`src/rtl/clk_period_meter.sv`:
```
// Measures period and high time of a slow pulse train in clk_in cycles, with lock and timeout flags.
// Optional lock detection is built when CLK_PERIOD_METER_LOCK_EN is defined.
module clk_period_meter #(
    parameter int CNT_W       = 16,
    parameter int SYNC_STAGES = 2
) (
    input  logic             clk_in,
    input  logic             rst_n,
    input  logic             sig_in,
    input  logic             clr,
    output logic [CNT_W-1:0] period,
    output logic [CNT_W-1:0] high_time,
    output logic             meas_valid,
    output logic             locked,
    output logic             timeout
);

    localparam logic [CNT_W-1:0] CNT_MAX = '1;
    localparam logic [CNT_W-1:0] CNT_ONE = CNT_W'(1);

    typedef enum logic [1:0] {
        IDLE,
        ARM,
        MEAS
    } state_t;

    state_t                 state_q, state_d;
    logic [SYNC_STAGES-1:0] sync_q;
    logic [SYNC_STAGES:0]   fill_q;
    logic                   s, s_d, rise;
    logic [CNT_W-1:0]       cnt, hcnt;
    logic                   start, capture, expire;

    always_ff @(posedge clk_in or negedge rst_n) begin
        if (!rst_n) begin
            sync_q <= '0;
            s_d    <= 1'b0;
            fill_q <= '0;
        end else begin
            sync_q <= {sync_q[SYNC_STAGES-2:0], sig_in};
            s_d    <= sync_q[SYNC_STAGES-1];
            fill_q <= {fill_q[SYNC_STAGES-1:0], 1'b1};
        end
    end

    // A reset-cleared chain would fake a rise under a high input; only edges
    // between two genuinely sampled values count.
    assign s    = sync_q[SYNC_STAGES-1];
    assign rise = s & ~s_d & fill_q[SYNC_STAGES];

    always_ff @(posedge clk_in or negedge rst_n) begin
        if (!rst_n) state_q <= IDLE;
        else        state_q <= state_d;
    end

    always_comb begin
        state_d = state_q;
        start   = 1'b0;
        capture = 1'b0;
        expire  = 1'b0;
        unique case (state_q)
            IDLE: state_d = ARM;
            ARM: begin
                if (rise) begin
                    state_d = MEAS;
                    start   = 1'b1;
                end
            end
            MEAS: begin
                if (rise) begin
                    capture = 1'b1;
                end else if (cnt == CNT_MAX) begin
                    expire  = 1'b1;
                    state_d = ARM;
                end
            end
            default: state_d = IDLE;
        endcase
        if (clr) begin
            state_d = IDLE;
            start   = 1'b0;
            capture = 1'b0;
            expire  = 1'b0;
        end
    end

    always_ff @(posedge clk_in or negedge rst_n) begin
        if (!rst_n) begin
            cnt        <= '0;
            hcnt       <= '0;
            period     <= '0;
            high_time  <= '0;
            meas_valid <= 1'b0;
            timeout    <= 1'b0;
        end else begin
            meas_valid <= 1'b0;
            if (clr) begin
                cnt       <= '0;
                hcnt      <= '0;
                period    <= '0;
                high_time <= '0;
                timeout   <= 1'b0;
            end else if (start || capture) begin
                cnt  <= CNT_ONE;
                hcnt <= CNT_ONE;
                if (capture) begin
                    period     <= cnt;
                    high_time  <= hcnt;
                    meas_valid <= 1'b1;
                    timeout    <= 1'b0;
                end
            end else if (expire) begin
                timeout <= 1'b1;
            end else if (state_q == MEAS) begin
                cnt  <= cnt + CNT_ONE;
                hcnt <= hcnt + CNT_W'(s);
            end
        end
    end

`ifdef CLK_PERIOD_METER_LOCK_EN
    logic [CNT_W-1:0] prev;
    logic             prev_ok;

    // prev_ok keeps the first measurement after arming from comparing against stale data.
    always_ff @(posedge clk_in or negedge rst_n) begin
        if (!rst_n) begin
            prev    <= '0;
            prev_ok <= 1'b0;
            locked  <= 1'b0;
        end else if (clr) begin
            prev    <= '0;
            prev_ok <= 1'b0;
            locked  <= 1'b0;
        end else if (capture) begin
            locked  <= prev_ok && (cnt == prev);
            prev    <= cnt;
            prev_ok <= 1'b1;
        end else if (expire) begin
            locked  <= 1'b0;
            prev_ok <= 1'b0;
        end
    end
`else
    assign locked = 1'b0;
`endif

endmodule

```
`config.mk`:
```
export PLATFORM = sky130hd
export DESIGN_NAME = clk_period_meter
export DESIGN_NICKNAME = d
export VERILOG_FILES = /design/src/rtl/clk_period_meter.sv
export SDC_FILE = /design/constraint.sdc
export NUM_CORES = 1
export LEC_CHECK = 0
export BUFFER_PORTS_ARGS = -buffer_cell sky130_fd_sc_hd__buf_2
export CORE_AREA = 2 2 78 80
export CTS_BUF_LIST = sky130_fd_sc_hd__clkbuf_16
export CTS_CLUSTER_SIZE = 8
export DETAILED_ROUTE_END_ITERATION = 16
export DIE_AREA = 0 0 80 82
export HOLD_SLACK_MARGIN = 0.08
export PLACE_DENSITY = 0.82
export RECOVER_POWER = 25
export SYNTH_ARGS = -nofsm -noshare
export SYNTH_HDL_FRONTEND = slang
export SYNTH_SLANG_ARGS = --single-unit
```
`constraint.sdc`:
```
create_clock -name clk_in -period 2.9 [get_ports clk_in]
set_input_delay 0.58 -clock clk_in [delete_from_list [all_inputs] [get_ports clk_in]]
set_output_delay 0.58 -clock clk_in [all_outputs]
set_load 0.01 [all_outputs]
```
==> flow_metrics.py <==
metrics = {
    "worst_setup_path": {
        "crit_path_end": "cnt[10]",
        "cp_cell_sequence": "nor2b_1, o31a_1, a211oi_2, or3_1, a21oi_1",
        "worst-path-stages": 5,
        "cp_num_buf_inv": 0,
        "cpMaxStageDelayCell": "nor2b_1",
        "critPathRequiredTime_ps": 3160,
        "r2r.worst_path.cells": 5,
        "regToRegSetupSlack_ps": 670,
        "start_kind": "register",
        "critPathTopFamily": "simple AND/OR/NAND/NOR gates",
        "slowest_delay_ps": 750,
        "cp.arrival_ps": 2490,
        "end_kind": "register",
        "critPathKind": "reg2reg",
        "crit_start": "state_q[1]",
        "timing.rr.start": "state_q[1]",
        "rr_endpoint": "cnt[10]",
        "crit_fanout": 11,
    },
    "yosys": {
        "ys_seq_elements": 74,
        "synthXorXnorAreaFrac_pct": 3.80,
        "synth_top_area_cell": "dfrtp_1",
        "synth_top_family_by_area": "simple AND/OR/NAND/NOR gates",
        "synth-compound-area-share_pct": 17.4,
        "synth_adder_area_share_pct": 1.09,
        "synth_area_sq_um": 3460,
        "synth_edf_count": 0,
        "synthFlopType": "dfrtp_1",
        "ys_top_cells_by_area": "dfrtp_1 (54%), nand2_1 (8.3%), a21oi_1 (6.4%), xnor2_1 (2.8%), nor2_1 (2.6%)",
        "synth_cells": 355,
        "ys_async_sr_fraction_pct": 100,
        "avgSynthCellArea_sq_um": 9.73,
        "synth.top_cell.area_share_pct": 53.6,
        "ys_warn_count": 0,
        "synth_nets": 362,
        "yosysSeqAreaShare_pct": 53.6,
        "ys_types": 49,
        "synth.mux.area_fraction_pct": 0,
        "synth-simple-area-share_pct": 20.4,
    },
    "timing": {
        "fin_skew_ps": 6.23,
        "period_needed_ps": 2230,
        "timing.max_slew.rel_slack_pct": -13.9,
        "rsz0062_at_grt": "no",
        "hold_violations": 0,
        "worstMarginPinSlew_ps": 1710,
        "tns_ps": 0,
        "finalSetupViolCount": 0,
        "max_freq_mhz": 448,
        "final-max-slew-violation-count": 32,
        "post-route-period-util_pct": 77.0,
        "fin_ws_ps": 666,
    },
    "die": {
        "row_count": 28,
        "start_util_pct": 60.1,
        "io_pins": 39,
        "die_h_um": 82,
        "dieWidth_um": 80,
        "design.core.area_sq_um": 5750,
        "die-area_sq_um": 6560,
    },
    "status": {
        "outcome": "finished with violations",
        "violations": "max-capacitance violations, max-slew violations",
    },
    "routing": {
        "viasPerCell": 5.92,
        "wl_per_cell_um": 16.5,
        "met2_length_um": 3770,
        "firstDrtPassIters": 4,
        "drt_iter0_markers": 254,
        "via_count": 2783,
        "drc_errors": 0,
        "wirelength_um": 7770,
        "wl_met3_um": 393,
        "top_layer": "met4",
        "wirelength_met1_um": 3380,
        "ant_nets": 0,
    },
    "pwr": {
        "ir_drop_v": 0.000381,
        "p_per_area_nw_per_um2": 566,
        "p_leak_uw": 0.00174,
    },
    "clocking": {
        "ctsHoldBuffers": 0,
        "path_clk_slew_ps": 60,
        "cts_setup_buffers": 0,
        "cts_tree": "yes",
        "cts.htree.levels": 3,
        "numCtsBuffers": 9,
        "cts_resized": 0,
        "worstSkewPairLatency_ps": 330,
        "cts-root-buf": "clkbuf_16",
        "cts_sinks": 74,
        "clockBufferDepth": 2,
    },
    "final_layout": {
        "nets": 397,
        "fillers": 442,
        "final_core_util_pct": 69.9,
        "area_growth_pct": 16.2,
        "drive_above_1_share_pct": 19.7,
        "antenna_cells": 0,
    },
    "placement": {
        "place_ws_ps": 733,
        "place_congestion": 0.905,
        "dpl.hpwl_um": 4960,
        "numPortBuffers": 37,
    },
    "grt": {
        "grt_pass1_wl_um": 12600,
        "grt_pass1_vias": 2582,
        "grt_max_degree": 44,
        "grt-ovfl-total": 0,
        "track_usage_pct": 25.6,
        "antenna_found_initial": 0,
    },
    "flow_run": {
        "cap_violations": 1,
    },
    "min_path": {
        "hp-class": "reg2reg",
    },
}
==> sequential cells by signal, summed over array words and instances (netlist names), 2 cells and up <==
name       flops
fill_q         3
cnt           16
period        16
high_time     16
hcnt          16
state_q        2
sync_q         2
==> worst reg2reg max path, delay by kind of cell (launching register included) <==
family          cells  cell delay (ps)
compound gates      3              540
flops               1              430
simple gates        2             1190
==> through the flow <==
stage	area, sq um	total power (uW)	instances	hold slack, ps
floorplan	3460	1100	355	284
global placement	3710	1140	454	334
detailed placement	3710	1140	454	340
CTS	4020	2280	470	325
global route	4020	2340	470	356
finish	4020	2270	470	350
==> final cells by class <==
type	count	area (sq um)	area share, %
Sequential cell	74	1850	46.1
Multi-Input combinational cell	255	1490	37.0
Timing Repair Buffer	45	256	6.39
Clock buffer	9	225	5.61
Tap cell	75	93.8	2.34
Clock inverter	7	85.1	2.12
Inverter	5	18.8	0.467
==> Yosys cell counts, types with 5 or more instances <==
library cell	count
dfrtp_1	74
o31ai_1	5
nand3_1	8
xnor2_1	11
or3_1	8
a21oi_1	44
a2111oi_2	5
nor3_1	7
nor2_1	24
nand2_1	76
inv_1	5
clkbuf_1	13
o21ai_0	11
==> worst min-delay path by stage <==
stage / endpoint / slack [ps] / from / depth (start not counted)
finish: fill_q[2] / 350 / fill_q[1] / 0
global placement: sync_q[1] / 330 / sync_q[0] / 0
floorplan: cnt[0] / 280 / rst_n / 0
CTS: fill_q[0] / 330 / rst_n / 1
global route: fill_q[1] / 360 / fill_q[0] / 0
detailed placement: fill_q[2] / 340 / fill_q[1] / 0
==> layer usage <==
| layer | track usage [%] | vias to the layer above |
|---|---|---|
| met2 | 40.1 | 95 |
| met5 | 0 | - |
| met4 | 12.0 | 0 |
| li1 | - | 1308 |
| met1 | 34.3 | 1359 |
| met3 | 5.49 | 21 |
==> cell usage in the layout, fill, tap and decap left out, drive strengths merged, types with 2 or more instances in the layout <==
master / netlist / routed
o31ai: 5 / 5
and3: 5 / 5
conb: 2 / 2
clkinv: 0 / 4
nor3: 7 / 7
clkbuf: 13 / 10
a22o: 2 / 2
dfrtp: 74 / 74
nand4: 5 / 5
xnor2: 11 / 11
buf: 8 / 44
nand2: 76 / 76
or4: 2 / 2
a31oi: 2 / 2
xor2: 4 / 4
or3: 8 / 8
o21ai: 11 / 11
nor2: 24 / 24
a21oi: 44 / 44
bufinv: 0 / 2
nor4: 2 / 2
o2111ai: 3 / 3
inv: 5 / 6
a2111oi: 6 / 6
a211oi: 4 / 4
nor2b: 2 / 2
nand3: 10 / 10
o211ai: 3 / 3
and4: 2 / 2
ha: 3 / 3
==> power breakdown <==
group | internal [uW] | switching (uW) | total (uW)
registers | 1040 | 6.68 | 1050
clock network | 743 | 407 | 1150
logic | 18.3 | 55.0 | 73.3
total | 1800 | 469 | 2270
==> kinds of logic (layout without fill, tap and decap cells) <==
family	Yosys count	in the layout
xor+xnor	15	15
buf+inv	26	66
compound gates	87	87
fa+ha+maj	3	3
simple gates	148	148
flops	74	74
other cells	2	2
(Power assumes the default switching activity.)
